[src/rtl/lcd_id_pkg.sv]
// Shared types and constants for LCD panel-ID strap detection.
// Latency: n/a (package only).
// Backpressure: n/a.
package lcd_id_pkg;

    typedef enum logic [1:0] {
        ST_SETTLE = 2'd0,
        ST_SAMPLE = 2'd1,
        ST_DECODE = 2'd2,
        ST_DONE   = 2'd3
    } state_t;

    // Strap codes {M2,M1,M0}, named after the panel ID each selects
    localparam logic [2:0] CODE_4342 = 3'b000;
    localparam logic [2:0] CODE_7084 = 3'b001;
    localparam logic [2:0] CODE_7016 = 3'b010;
    localparam logic [2:0] CODE_4384 = 3'b100;
    localparam logic [2:0] CODE_1018 = 3'b101;

    localparam logic [15:0] ID_4342 = 16'h4342;
    localparam logic [15:0] ID_7084 = 16'h7084;
    localparam logic [15:0] ID_7016 = 16'h7016;
    localparam logic [15:0] ID_4384 = 16'h4384;
    localparam logic [15:0] ID_1018 = 16'h1018;

    localparam logic [10:0] H_480  = 11'd480;
    localparam logic [10:0] H_800  = 11'd800;
    localparam logic [10:0] H_1024 = 11'd1024;
    localparam logic [10:0] H_1280 = 11'd1280;
    localparam logic [10:0] V_272  = 11'd272;
    localparam logic [10:0] V_480  = 11'd480;
    localparam logic [10:0] V_600  = 11'd600;
    localparam logic [10:0] V_800  = 11'd800;

    typedef struct packed {
        logic [15:0] id;
        logic [10:0] h;
        logic [10:0] v;
    } panel_t;

endpackage

[src/rtl/lcd_id_if.sv]
// Strap input bus and decoded panel-ID result bundle.
// Latency: n/a (wires only).
// Backpressure: none; results are level signals qualified by id_valid/id_err.
interface lcd_id_if;
    logic [15:0] lcd_rgb;
    logic        rescan;
    logic [15:0] lcd_id;
    logic [10:0] h_disp;
    logic [10:0] v_disp;
    logic [2:0]  strap_code;
    logic        id_valid;
    logic        id_err;
    logic        busy;

    modport master (
        output lcd_rgb, rescan,
        input  lcd_id, h_disp, v_disp, strap_code, id_valid, id_err, busy
    );

    modport slave (
        input  lcd_rgb, rescan,
        output lcd_id, h_disp, v_disp, strap_code, id_valid, id_err, busy
    );
endinterface

[src/rtl/lcd_id_lut.sv]
// Strap code to panel ID / resolution lookup, with per-code enable mask.
// Latency: combinational.
// Backpressure: none.
module lcd_id_lut
    import lcd_id_pkg::*;
#(
    parameter logic [7:0] CODE_EN = 8'b0011_0111
) (
    input  logic [2:0] code,
    output panel_t     panel,
    output logic       bad
);

    // Table lookup; reserved or masked codes report bad with a zeroed panel
    always_comb begin
        panel = '0;
        bad   = 1'b0;
        case (code)
            CODE_4342: panel = '{id: ID_4342, h: H_480,  v: V_272};
            CODE_7084: panel = '{id: ID_7084, h: H_800,  v: V_480};
            CODE_7016: panel = '{id: ID_7016, h: H_1024, v: V_600};
            CODE_4384: panel = '{id: ID_4384, h: H_800,  v: V_480};
            CODE_1018: panel = '{id: ID_1018, h: H_1280, v: V_800};
            default:   bad   = 1'b1;
        endcase
        if (!CODE_EN[code]) begin
            bad = 1'b1;
        end
        if (bad) begin
            panel = '0;
        end
    end

endmodule

[src/rtl/lcd_id_detect.sv]
// Debounced LCD panel strap detector: settle, repeated sampling, table decode.
// Latency: id_valid at edge SETTLE_CYCLES+(SAMPLE_NUM-1)*SAMPLE_GAP+2 after start.
// Backpressure: none; rescan is only honoured once a result is held in DONE.
module lcd_id_detect
    import lcd_id_pkg::*;
#(
    parameter int         SETTLE_CYCLES = 16,  // >= 2 so the synchronizer is primed
    parameter int         SAMPLE_NUM    = 4,   // 2..15
    parameter int         SAMPLE_GAP    = 8,   // >= 1
    parameter int         MAX_RETRY     = 3,   // >= 1
    parameter int         M2_POS        = 4,
    parameter int         M1_POS        = 10,
    parameter int         M0_POS        = 15,
    parameter logic [7:0] CODE_EN       = 8'b0011_0111
) (
    input  logic    clk,
    input  logic    rst_n,
    lcd_id_if.slave bus
);

    localparam int SET_W = $clog2(SETTLE_CYCLES + 1);
    localparam int GAP_W = $clog2(SAMPLE_GAP + 1);
    localparam int RTY_W = $clog2(MAX_RETRY + 1);

    logic [2:0]       pins;
    logic [2:0]       sync1_q, sync1_d, sync2_q, sync2_d;
    state_t           state_q, state_d;
    logic [SET_W-1:0] settle_cnt_q, settle_cnt_d;
    logic [GAP_W-1:0] gap_cnt_q, gap_cnt_d;
    logic [3:0]       smp_cnt_q, smp_cnt_d;
    logic [RTY_W-1:0] retry_q, retry_d;
    logic [2:0]       ref_q, ref_d;
    logic             force_err_q, force_err_d;
    panel_t           panel_q, panel_d;
    logic [2:0]       strap_q, strap_d;
    logic             valid_q, valid_d;
    logic             err_q, err_d;
    panel_t           lut_panel;
    logic             lut_bad;

    assign pins = {bus.lcd_rgb[M2_POS], bus.lcd_rgb[M1_POS], bus.lcd_rgb[M0_POS]};

    lcd_id_lut #(.CODE_EN(CODE_EN)) u_lut (
        .code  (ref_q),
        .panel (lut_panel),
        .bad   (lut_bad)
    );

    // Next-state: synchronizer shift, detection FSM, counters and result capture
    always_comb begin
        sync1_d      = pins;
        sync2_d      = sync1_q;
        state_d      = state_q;
        settle_cnt_d = settle_cnt_q;
        gap_cnt_d    = gap_cnt_q;
        smp_cnt_d    = smp_cnt_q;
        retry_d      = retry_q;
        ref_d        = ref_q;
        force_err_d  = force_err_q;
        panel_d      = panel_q;
        strap_d      = strap_q;
        valid_d      = valid_q;
        err_d        = err_q;
        case (state_q)
            ST_SETTLE: begin
                if (settle_cnt_q == SET_W'(SETTLE_CYCLES - 1)) begin
                    state_d      = ST_SAMPLE;
                    settle_cnt_d = '0;
                    gap_cnt_d    = '0;
                    smp_cnt_d    = '0;
                end else begin
                    settle_cnt_d = settle_cnt_q + SET_W'(1);
                end
            end
            ST_SAMPLE: begin
                if (gap_cnt_q != '0) begin
                    gap_cnt_d = gap_cnt_q - GAP_W'(1);
                end else begin
                    gap_cnt_d = GAP_W'(SAMPLE_GAP - 1);
                    ref_d     = sync2_q;
                    if (smp_cnt_q == 4'd0 || sync2_q == ref_q) begin
                        smp_cnt_d = smp_cnt_q + 4'd1;
                        if (smp_cnt_q == 4'(SAMPLE_NUM - 1)) begin
                            state_d   = ST_DECODE;
                            gap_cnt_d = '0;
                            smp_cnt_d = '0;
                        end
                    end else begin
                        // A mismatching sample starts a fresh run as its own reference
                        smp_cnt_d = 4'd1;
                        retry_d   = retry_q + RTY_W'(1);
                        if (retry_q == RTY_W'(MAX_RETRY - 1)) begin
                            force_err_d = 1'b1;
                            state_d     = ST_DECODE;
                            gap_cnt_d   = '0;
                            smp_cnt_d   = '0;
                        end
                    end
                end
            end
            ST_DECODE: begin
                state_d = ST_DONE;
                strap_d = ref_q;
                if (lut_bad || force_err_q) begin
                    panel_d = '0;
                    valid_d = 1'b0;
                    err_d   = 1'b1;
                end else begin
                    panel_d = lut_panel;
                    valid_d = 1'b1;
                    err_d   = 1'b0;
                end
            end
            ST_DONE: begin
                // Panel fields are kept so downstream timing stays put during re-scan
                if (bus.rescan) begin
                    state_d      = ST_SETTLE;
                    valid_d      = 1'b0;
                    err_d        = 1'b0;
                    settle_cnt_d = '0;
                    gap_cnt_d    = '0;
                    smp_cnt_d    = '0;
                    retry_d      = '0;
                    force_err_d  = 1'b0;
                end
            end
            default: state_d = ST_SETTLE;
        endcase
    end

    // State register with asynchronous reset to the power-on detection state
    always_ff @(posedge clk or negedge rst_n) begin
        if (!rst_n) begin
            sync1_q      <= '0;
            sync2_q      <= '0;
            state_q      <= ST_SETTLE;
            settle_cnt_q <= '0;
            gap_cnt_q    <= '0;
            smp_cnt_q    <= '0;
            retry_q      <= '0;
            ref_q        <= '0;
            force_err_q  <= 1'b0;
            panel_q      <= '0;
            strap_q      <= '0;
            valid_q      <= 1'b0;
            err_q        <= 1'b0;
        end else begin
            sync1_q      <= sync1_d;
            sync2_q      <= sync2_d;
            state_q      <= state_d;
            settle_cnt_q <= settle_cnt_d;
            gap_cnt_q    <= gap_cnt_d;
            smp_cnt_q    <= smp_cnt_d;
            retry_q      <= retry_d;
            ref_q        <= ref_d;
            force_err_q  <= force_err_d;
            panel_q      <= panel_d;
            strap_q      <= strap_d;
            valid_q      <= valid_d;
            err_q        <= err_d;
        end
    end

    assign bus.lcd_id     = panel_q.id;
    assign bus.h_disp     = panel_q.h;
    assign bus.v_disp     = panel_q.v;
    assign bus.strap_code = strap_q;
    assign bus.id_valid   = valid_q;
    assign bus.id_err     = err_q;
    assign bus.busy       = (state_q != ST_DONE);

endmodule

[src/flat_wrapper.sv]
// flat-port wrapper written by rule: the top's interface ports become plain ports
module lcd_id_detect_flat import lcd_id_pkg::*;
#(
    parameter int         SETTLE_CYCLES = 16,                                       
    parameter int         SAMPLE_NUM    = 4,           
    parameter int         SAMPLE_GAP    = 8,          
    parameter int         MAX_RETRY     = 3,          
    parameter int         M2_POS        = 4,
    parameter int         M1_POS        = 10,
    parameter int         M0_POS        = 15,
    parameter logic [7:0] CODE_EN       = 8'b0011_0111
)
  (clk, rst_n, bus_lcd_rgb, bus_rescan, bus_lcd_id, bus_h_disp, bus_v_disp, bus_strap_code, bus_id_valid, bus_id_err, bus_busy);
  lcd_id_if bus_i ();
  input  logic clk;
  input  logic rst_n;
  input wire logic [$bits(bus_i.lcd_rgb)-1:0] bus_lcd_rgb;
  input wire logic [$bits(bus_i.rescan)-1:0] bus_rescan;
  output wire logic [$bits(bus_i.lcd_id)-1:0] bus_lcd_id;
  output wire logic [$bits(bus_i.h_disp)-1:0] bus_h_disp;
  output wire logic [$bits(bus_i.v_disp)-1:0] bus_v_disp;
  output wire logic [$bits(bus_i.strap_code)-1:0] bus_strap_code;
  output wire logic [$bits(bus_i.id_valid)-1:0] bus_id_valid;
  output wire logic [$bits(bus_i.id_err)-1:0] bus_id_err;
  output wire logic [$bits(bus_i.busy)-1:0] bus_busy;
  assign bus_i.lcd_rgb = bus_lcd_rgb;
  assign bus_i.rescan = bus_rescan;
  assign bus_lcd_id = bus_i.lcd_id;
  assign bus_h_disp = bus_i.h_disp;
  assign bus_v_disp = bus_i.v_disp;
  assign bus_strap_code = bus_i.strap_code;
  assign bus_id_valid = bus_i.id_valid;
  assign bus_id_err = bus_i.id_err;
  assign bus_busy = bus_i.busy;
  lcd_id_detect #(.SETTLE_CYCLES(SETTLE_CYCLES), .SAMPLE_NUM(SAMPLE_NUM), .SAMPLE_GAP(SAMPLE_GAP), .MAX_RETRY(MAX_RETRY), .M2_POS(M2_POS), .M1_POS(M1_POS), .M0_POS(M0_POS), .CODE_EN(CODE_EN)) u_core (.clk(clk), .rst_n(rst_n), .bus(bus_i));
endmodule
[config.mk]
export PLATFORM = sky130hd
export DESIGN_NAME = lcd_id_detect_flat
export DESIGN_NICKNAME = d
export VERILOG_FILES = /design/src/rtl/lcd_id_pkg.sv /design/src/rtl/lcd_id_if.sv /design/src/rtl/lcd_id_lut.sv /design/src/rtl/lcd_id_detect.sv /design/src/flat_wrapper.sv
export SDC_FILE = /design/constraint.sdc
export NUM_CORES = 1
export LEC_CHECK = 0
export BUFFER_PORTS_ARGS = -buffer_cell sky130_fd_sc_hd__buf_2
export CAP_MARGIN = 20
export CORE_MARGIN = 2
export CORE_UTILIZATION = 53
export DETAILED_ROUTE_END_ITERATION = 10
export GPL_TIMING_DRIVEN = 0
export PLACE_DENSITY = 0.81
export SYNTH_ARGS = -nofsm -noshare
export SYNTH_HDL_FRONTEND = slang
export SYNTH_SLANG_ARGS = --single-unit
[constraint.sdc]
create_clock -name clk -period 2.4 [get_ports clk]
set_clock_uncertainty 0.1 [all_clocks]
set_input_delay 0.24 -clock clk [delete_from_list [all_inputs] [get_ports clk]]
set_output_delay 0.24 -clock clk [all_outputs]
set_load 0.01 [all_outputs]
==> run summary, run 1 <==
# H-tree levels = 2
Worst Path Max Fanout = 8
Post-Synthesis Cells = 231
Longest Clk Path Bufs = 2
# fillers = 345
Via density = 5.265
Final Max Tran Viols = 0
number of global-route vias before repair = 1797
total power = 0.003914 W
Lkg Pwr = 1.456 nW
die area = 5207 µm²
clk sinks = 46
setup TNS = 0 ps
Root Buffer = clkbuf_8
CTS tree = done
worst hold path class = primary input to register
CP max stage cell = dfrtp_1
Die Y = 72.16 µm
DP Area = 2751 µm²
Finished Layout Cells = 344
drt pass-1 iters = 4
IO Pins = 63
final hold vios = 0
RSZ-0062 raised after global routing = no
Synth Register Bits = 46
initial antenna violation count = 0
Max Clock Freq = 457.1 MHz
num rows = 24
wire per inst = 13.80 µm
count of cell types in the netlist = 43
crit path DAT = 2270 ps
Critical Path RT = 2490 ps
input/output buffers = 35
die width = 72.16 µm
CTS clk-pin slew, worst paths = 80 ps
Synth Area per Inst = 10.66 µm²
Critical Path, Cell by Cell = inv_1 -> ha_1 -> nor3b_1 -> a31oi_4 -> mux2i_1 -> a21oi_2 -> mux2_4
max incr delay on CP = 410 ps
GP Congestion = 0.8599
vias = 1811
power density cells = 1339 nW/µm²
Cells after DPL = 331
clk_lat worst skew = 300 ps
first-pass GRT wire length = 8128 µm
largest net degree at the start of global routing = 47
synth-to-layout area growth = 18.70%
Iter 0 DRT Violations = 156
Initial Util = 55.78%
peak supply drop = 0.7084 mV
DRT Wirelength = 4748 µm
commonest cells after routing, fill and taps aside = 46 x dfrtp_1, 36 x buf_2, 25 x buf_4, 23 x nand2_1, 16 x inv_1
Startpoint Class = register
final hold slack = 67.62 ps
Post-Synthesis Cell Area = 2462 µm²
synth warn = 0
clock buffer count from CTS = 5
CP delay by family, top = multiplexers
layout cells sized above 1 = 30.48%
Global Route Usage Sum = 20.18%
commonest non-fill, non-tap cell in the layout = dfrtp_1
drt drc = 0
total grt overflow = 0
Max-Cap Viols = 0
worst path buffer plus inverter count = 1
kind of critical path = register to register
fin crit share = 91.15%
setup violators final = 0
Tmin final = 2188 ps
sequential area share after synthesis = 46.75%
post-DP HPWL = 3434 µm
Inserted Diodes = 0
post-layout net count = 321
Core Box Area = 4414 µm²
crit path capture type = register
status = completed
Final ANT Viol Nets = 0
final instance area = 2923 µm²
==> Yosys cell counts (all sizes together) <==
library cell   n  area (µm²)
nor3b          3       22.52
a21oi          8       47.55
or3b           1       11.26
nand4b         1       8.760
buf           29       219.0
nand2b         6       37.54
o211ai         1       7.510
o32ai          2       17.52
nor2           8       30.03
inv           16       60.06
nor2b          1       6.260
nand3b         1       7.510
mux2i          6       60.06
mux2           9       105.1
o21ai          8       40.04
dfrtp         46        1151
ha            11       137.6
nand2         23       86.33
nand3          7       35.03
xnor2          5       66.32
clkbuf         4       15.01
o31ai          1       7.510
o41ai          2       17.52
a31oi          1       21.27
nor3           1       5.000
a22o           2       17.52
a21boi         1       7.510
o21a           3       22.52
and3           1       6.260
a41oi          2       17.52
a211oi         1       12.51
xor2           2       17.52
o2111ai        1       8.760
nand4          1       6.260
o2bb2ai       10       87.58
o22ai          5       31.28
conb           1       3.750
==> worst register-to-register path, cell delays in order (launching register included) <==
cell     delay (ps)
dfrtp_1         410
inv_1            90
ha_1            190
nor3b_1         160
a31oi_4         270
mux2i_1         400
a21oi_2         140
mux2_4          310
==> stage by stage <==
step                      util [%]  setup WS, ps
after global placement       62.33         157.1
after global routing         66.21         122.7
after floorplan                  -         447.5
after CTS                    65.50         51.32
after detailed placement     62.33         74.00
final                        66.21         212.4
==> cell families (layout without fill, tap and decap cells) <==
family / count (synthesis) / after routing / synth area share, %
and+or+nand+nor: 54 / 54 / 10.67
buffers and inverters: 49 / 97 / 11.94
AOI/OAI and AO/OA: 48 / 48 / 14.79
DFF: 46 / 46 / 46.75
muxes: 15 / 15 / 6.707
adders and majority gates: 11 / 11 / 5.589
xor gates and xnor gates: 7 / 7 / 3.405
other: 1 / 14 / 0.1523
==> flip-flops by register name (all words and copies together) (netlist names) <==
register	flops
u_core.sync1_q	3
u_core.bus.v_disp	6
u_core.force_err_q	1
u_core.bus.strap_code	3
u_core.gap_cnt_q	4
u_core.bus.lcd_id	7
u_core.sync2_q	3
u_core.retry_q	2
u_core.bus.id_err	1
u_core.smp_cnt_q	4
u_core.ref_q	3
u_core.state_q	2
u_core.bus.h_disp	1
u_core.bus.id_valid	1
u_core.settle_cnt_q	5
==> final timing paths <==
| check | from | endpoint | slack, ps | depth (start not counted) |
|---|---|---|---|---|
| worst min-delay path | bus_rescan | u_core.settle_cnt_q[0] | 70 | 2 |
| max in group asynchronous | rst_n | u_core.settle_cnt_q[0] | 1390 | 3 |
| min in group asynchronous | rst_n | u_core.bus.strap_code[1] | 320 | 2 |
| worst min register to register | u_core.sync1_q[0] | u_core.sync2_q[0] | 260 | 0 |
| worst max-delay path | u_core.smp_cnt_q[0] | u_core.state_q[1] | 210 | 7 |
| worst max register to register | u_core.smp_cnt_q[0] | u_core.state_q[1] | 210 | 7 |
==> final cells by class <==
| type | count | area, µm² | area share [%] |
|---|---|---|---|
| buffer | 33 | 235.2 | 8.048 |
| sequential | 46 | 1151 | 39.38 |
| timing repair buffer | 40 | 235.2 | 8.048 |
| multi-input combinational | 149 | 1066 | 36.47 |
| clock inverter | 2 | 37.54 | 1.284 |
| inverter | 16 | 60.06 | 2.055 |
| clock buffer | 6 | 72.57 | 2.483 |
| tap | 52 | 65.06 | 2.226 |
==> power by group <==
part | internal (W) | leakage [nW] | switching [W] | total, W
sequential | 0.00106 | 0.588 | 0.000218 | 0.00127
clock | 0.000311 | 0.0514 | 0.000261 | 0.000572
combinational | 0.000949 | 0.816 | 0.00112 | 0.00207
==> routing by layer <==
layer / global-route usage (%) / wire length (µm) / up-vias
met3: 4.167 / 264 / 6
met5: 0 / 0 / -
met4: 7.128 / 56 / 0
li1: - / - / 882
met2: 34.76 / 2375 / 50
met1: 25.18 / 2051 / 873
==> timing repair <==
action                     CTS  global route
resized for setup            0             2
hold endpoints to repair     3            18
setup endpoints to repair    0             4
hold buffers                 3             1
setup buffers                0             0
Power figures use the tool's default switching activity.
==> run 2, diff against run 1 <==
--- a/config.mk
+++ b/config.mk
@@ -5,9 +5,10 @@
 export SDC_FILE = /design/constraint.sdc
 export NUM_CORES = 1
 export LEC_CHECK = 0
+export ABC_AREA = 1
 export BUFFER_PORTS_ARGS = -buffer_cell sky130_fd_sc_hd__buf_2
 export CAP_MARGIN = 20
-export CORE_MARGIN = 2
+export CORE_MARGIN = 5
 export CORE_UTILIZATION = 53
 export DETAILED_ROUTE_END_ITERATION = 10
 export GPL_TIMING_DRIVEN = 0
==> run 2 against run 1 <==
Global-route usage is 4.1 points lower; flip-flop and latch count did not move; sequential power hardly changed; register-to-register slack gained 310 ps; core utilization shrank 0.59 points; non-clock buffer count decreased by 5; combinational power is 4% lower; cell area decreased by 0.21%; via count increased by 1.8%; highest routed layer unchanged.
==> run summary, run 2 <==
Post-Synthesis Cell Area = 2481 µm²
crit path DAT = 1990 ps
Initial Util = 55.83%
DP Area = 2770 µm²
largest net degree at the start of global routing = 47
commonest cells after routing, fill and taps aside = 68 x nand2_1, 46 x dfrtp_1, 36 x buf_2, 25 x inv_1, 25 x buf_4
Final ANT Viol Nets = 0
input/output buffers = 35
Post-Synthesis Cells = 279
Critical Path RT = 2520 ps
most frequent cell after synthesis = nand2_1
number of global-route vias before repair = 1831
drt pass-1 iters = 4
sequential area share after synthesis = 46.39%
Synth Register Bits = 46
Longest Clk Path Bufs = 2
Area contributors post-synth = dfrtp_1 46%, nand2_1 10%, buf_4 7.6%, ha_1 5.5%, inv_1 3.8%
CP delay by family, top = simple AND/OR/NAND/NOR gates
number of flip-flops in the largest register = 7
initial antenna violation count = 0
RSZ-0062 raised after global routing = no
synth-to-layout area growth = 17.55%
first-pass GRT wire length = 7900 µm
Final Max Tran Viols = 0
CTS clk-pin slew, worst paths = 80 ps
Synth top area share = 46.39%
crit path capture type = register
Critical Path, Cell by Cell = inv_1 -> ha_1 -> inv_2 -> nor2_2 -> inv_1 -> nor2_1 -> inv_2 -> nand2_1 -> inv_2 -> nor2_2 -> nand3_1 -> o211ai_1
synth warn = 0
final hold vios = 0
Max-Cap Viols = 0
CP max stage cell = dfrtp_1
Iter 0 DRT Violations = 39
Via density = 4.702
num rows = 24
post-DP HPWL = 3519 µm
Tmin final = 1874 ps
Inserted Diodes = 0
post-layout net count = 369
Lkg Pwr = 1.589 nW
Root Buffer = clkbuf_8
pre-CTS WS = 547.2 ps
layout cells sized above 1 = 30.29%
# H-tree levels = 2
slack of the critical path = 526.0 ps
peak supply drop = 0.7626 mV
Core Box Area = 4444 µm²
worst hold path class = primary input to async pin
GP Congestion = 0.8124
DRT Wirelength = 4610 µm
Post-CTS Setup Repair Bufs = 0
fin util = 65.63%
Most common cell on crit path = inv_2
total power = 0.003724 W
worst path buffer plus inverter count = 5
Global Route Usage Sum = 16.09%
setup TNS = 0 ps
die area = 6150 µm²
status = completed
Worst Path Max Fanout = 6
Die Y = 78.42 µm
EDFF count, synth = 0
Max Clock Freq = 533.6 MHz
clock buffer count from CTS = 5
Synth Area per Inst = 8.893 µm²
fin crit share = 78.08%
commonest non-fill, non-tap cell in the layout = nand2_1
CTS tree = done
die width = 78.42 µm
clk_lat worst skew = 300 ps
total grt overflow = 0
vias = 1843
kind of critical path = register to register
Startpoint Class = register
IO Pins = 63
count of cell types in the netlist = 35
wire per inst = 11.76 µm
max incr delay on CP = 420 ps
post-synth top area cell = dfrtp_1
power density cells = 1277 nW/µm²
setup violators final = 0
final instance area = 2917 µm²
drt drc = 0
FFs w/ async S/R, synth = 100.0%
Resized cells post-CTS = 0
clk sinks = 46
ys flop type = dfrtp_1
most frequent cells after synthesis = 68 x nand2_1, 46 x dfrtp_1, 25 x buf_4, 25 x inv_1
[run 2: routing by layer]
layer  vias up  share of wire (%)  GRT usage [%]
met2        42                 50          29.02
met4         0                1.5          4.895
met3         8                5.2          4.348
met5         -                  0              0
met1       830                 44          18.66
li1        963                  -              -
[run 2: kinds of logic (layout without fill, tap and decap cells)]
logic type                 after synthesis  after routing  share of synthesized area, %
other                                    1             14                        0.1511
xor gates and xnor gates                 6              6                         2.118
adders and majority gates               11             11                         5.547
AOI/OAI and AO/OA                       33             33                         8.119
and+or+nand+nor                        121            121                         24.61
buffers and inverters                   61            109                         13.06
DFF                                     46             46                         46.39
[run 2: layout make-up]
type / count / area [µm²]
repair buffers: 40 / 235.2
clock buffers: 6 / 72.57
inverters: 33 / 123.9
multi-input cells: 185 / 1055
well taps: 52 / 65.06
flip-flops and latches: 46 / 1151
plain buffers: 28 / 200.2
fillers: 363 / 1528
clock inverters: 2 / 13.76
[run 2: worst paths after layout]
path / from / end / slack (ps) / cells past startpoint
min: rst_n / u_core.sync1_q[2] / 240 / 2
max: u_core.state_q[0] / u_core.bus.v_disp[6] / 530 / 12
max reg2reg: u_core.state_q[0] / u_core.bus.v_disp[6] / 530 / 12
min in group clk: u_core.sync1_q[1] / u_core.sync2_q[1] / 250 / 0
min reg2reg: u_core.sync1_q[1] / u_core.sync2_q[1] / 250 / 0
max in group asynchronous: rst_n / u_core.smp_cnt_q[0] / 1510 / 3
[run 2: metrics by stage]
step | hold WS (ps) | cells
floorplan | -155.6 | 292
CTS | 30.37 | 390
detailed placement | 235.5 | 379
finish | 235.1 | 392
global placement | 233.0 | 379
global route | 238.0 | 392
[run 2: timing repair]
item,CTS,global route
hold endpoints to repair,3,10
setup endpoints to repair,0,0
hold buffers,3,1
[run 2: report_power, final]
group / switching [W] / leakage (nW) / internal, W / total, W
Combinational: 0.00120 / 0.959 / 0.000793 / 0.00199
Clock: 0.000257 / 0.0452 / 0.000206 / 0.000463
Sequential: 0.000212 / 0.585 / 0.00106 / 0.00127
Total: 0.00167 / 1.59 / 0.00206 / 0.00372
==> run 3, diff against run 2 <==
--- a/config.mk
+++ b/config.mk
@@ -9,10 +9,10 @@
 export BUFFER_PORTS_ARGS = -buffer_cell sky130_fd_sc_hd__buf_2
 export CAP_MARGIN = 20
 export CORE_MARGIN = 5
-export CORE_UTILIZATION = 53
+export CORE_UTILIZATION = 48
 export DETAILED_ROUTE_END_ITERATION = 10
 export GPL_TIMING_DRIVEN = 0
-export PLACE_DENSITY = 0.81
+export PLACE_DENSITY = 0.77
 export SYNTH_ARGS = -nofsm -noshare
 export SYNTH_HDL_FRONTEND = slang
 export SYNTH_SLANG_ARGS = --single-unit
==> constraint.sdc (replaced) <==
create_clock -name clk -period 1.7 [get_ports clk]
set_clock_uncertainty 0.1 [all_clocks]
set_input_delay 0.17 -clock clk [delete_from_list [all_inputs] [get_ports clk]]
set_output_delay 0.17 -clock clk [all_outputs]
set_load 0.01 [all_outputs]
==> run 3 against run 2 <==
First-iteration DRC count up 46%; die area up 9.1%; via count up 6.2%; sequential share of layout area down 3.0 points.
==> run summary, run 3 (synthesized netlist as in run 2, its figures left out) <==
Max-Cap Viols = 0
largest net degree at the start of global routing = 47
Startpoint Class = register
FF/Latch Area = 1152 µm²
post-DP HPWL = 3462 µm
CTS clk-pin slew, worst paths = 80 ps
Core Box Area = 5075 µm²
part of the power in combinational logic = 55.7%
Int Power = 0.003326 W
input/output buffers = 35
power density cells = 1877 nW/µm²
Die Y = 81.90 µm
Critical Path, Cell by Cell = inv_2 -> ha_1 -> buf_6 -> inv_4 -> o21ai_4 -> nor2_8 -> buf_4 -> nor2_1
IO Pins = 63
met3 Track Usage GR = 4.276%
pre-CTS WS = -149.2 ps
num rows = 26
number of flip-flops in the largest register = 7
DP Area = 2793 µm²
kind of critical path = register to register
die width = 81.90 µm
Switching Share = 43.92%
most used routing layer = met2
Root Buffer = clkbuf_8
Flop pwr share = 30.6%
# fillers = 419
max incr delay on CP = 470 ps
Finished Layout Cells = 422
fin util = 62.25%
peak supply drop = 0.9405 mV
commonest non-fill, non-tap cell in the layout = nand2_1
crit path capture type = register
RSZ-0062 raised after global routing = yes
number of global-route vias before repair = 1749
post-layout net count = 381
Initial Util = 48.89%
Inserted Diodes = 0
clock share of power = 13.6%
Final Max Tran Viols = 0
status = completed
clk sinks = 46
layout cells sized above 1 = 38.07%
Tmin final = 1663 ps
drt pass-1 iters = 4
Critical Path RT = 1840 ps
final instance area = 3159 µm²
vias = 1958
wire per inst = 11.77 µm
Longest Clk Path Bufs = 2
Global Route Usage Sum = 15.24%
commonest cells after routing, fill and taps aside = 65 x nand2_1, 45 x dfrtp_1, 35 x buf_4, 35 x buf_2, 19 x inv_1
first-pass GRT wire length = 7734 µm
die area = 6707 µm²
slack of the critical path = 36.87 ps
DRT Wirelength = 4968 µm
Via density = 4.640
total grt overflow = 0
Global Route met1 Usage = 18.89%
worst hold path class = primary input to register
Lkg Pwr = 1.661 nW
final hold vios = 0
CP max stage cell = dfrtp_2
multi-input logic area = 1150 µm²
Max Clock Freq = 601.3 MHz
CTS tree = done
drt drc = 0
Iter 0 DRT Violations = 57
clk_lat worst skew = 300 ps
Worst Path Max Fanout = 6
Final ANT Viol Nets = 0
clock buffer count from CTS = 5
crit path DAT = 1800 ps
final hold slack = 144.1 ps
setup violators final = 0
met2 Use GR = 25.28%
synth-to-layout area growth = 27.33%
# H-tree levels = 2
GP Congestion = 0.8245
fin crit share = 97.83%
Net Switching = 0.002605 W
initial antenna violation count = 0
r2r setup slk = 40 ps
Cells after DPL = 397
run 3: changes by cell type in the layout (fill, tap and decap cells not counted), moves of 3 or more:
cell	change
inv_2	+3
ha_1	-4
nand2_2	+3
inv_1	-6
inv_4	+3
buf_4	+10
nor2_4	+5
nand2_1	-3
run 3: per-stage QoR:
step | power, W | TNS [ps]
floorplan | 0.003894 | 0
global placement | 0.004502 | -113.0
detailed placement | 0.004633 | -532.1
CTS | 0.005587 | 0
global route | 0.006450 | -204.5
finish | 0.005931 | 0
run 3: cell type report:
cell class | instances | area share, %
clock buffer | 6 | 2.297
timing repair buffer | 51 | 10.18
tap | 70 | 2.772
clock inverter | 2 | 1.188
buffer | 28 | 6.535
multi-input combinational | 186 | 36.40
inverter | 33 | 4.158
sequential | 46 | 36.48
run 3: path summary, 6_finish.rpt:
path / startpoint / cells past startpoint / to
setup / recovery: u_core.state_q[1] / 8 / u_core.gap_cnt_q[3]
hold / removal: bus_rescan / 4 / u_core.settle_cnt_q[4]
setup reg to reg: u_core.state_q[1] / 8 / u_core.gap_cnt_q[3]
hold reg to reg: u_core.sync1_q[0] / 0 / u_core.sync2_q[0]
max in group asynchronous: rst_n / 3 / u_core.state_q[0]
min in group asynchronous: rst_n / 2 / u_core.bus.v_disp[4]
run 3: what timing repair did:
action | CTS | global route
setup buffers | 3 | 8
hold buffers | 4 | 0
endpoints found under the setup margin | 11 | 21
gates resized for setup | 11 | 21
gates cloned | 0 | 1
pin swaps | 1 | 10
hold endpoints to repair | 49 | 0
run 3: routing by layer:
| layer | share of wire (%) | wire length, µm | up-vias |
|---|---|---|---|
| li1 | - | - | 987 |
| met1 | 42 | 2091 | 912 |
| met2 | 50 | 2477 | 54 |
| met3 | 6.9 | 343 | 5 |
| met4 | 1.1 | 56 | 0 |
| met5 | 0 | 0 | - |
run 3: critical path, delay by kind of cell, from the launching register on:
family | cells | cell delay [ps]
DFF | 1 | 470
buffers and inverters | 4 | 410
AOI/OAI and AO/OA | 1 | 300
and+or+nand+nor | 2 | 170
adders and majority gates | 1 | 160
run 3: power groups by stage:
stage | combinational [W] | sequential, W | clock (W)
5_1_grt | 0.00369 | 0.00188 | 0.000884
2_1_floorplan | 0.00204 | 0.00185 | 0
6_report | 0.00331 | 0.00182 | 0.000807
4_1_cts | 0.00296 | 0.00179 | 0.000832
3_5_place_dp | 0.00282 | 0.00181 | 0
3_3_place_gp | 0.00271 | 0.00179 | 0
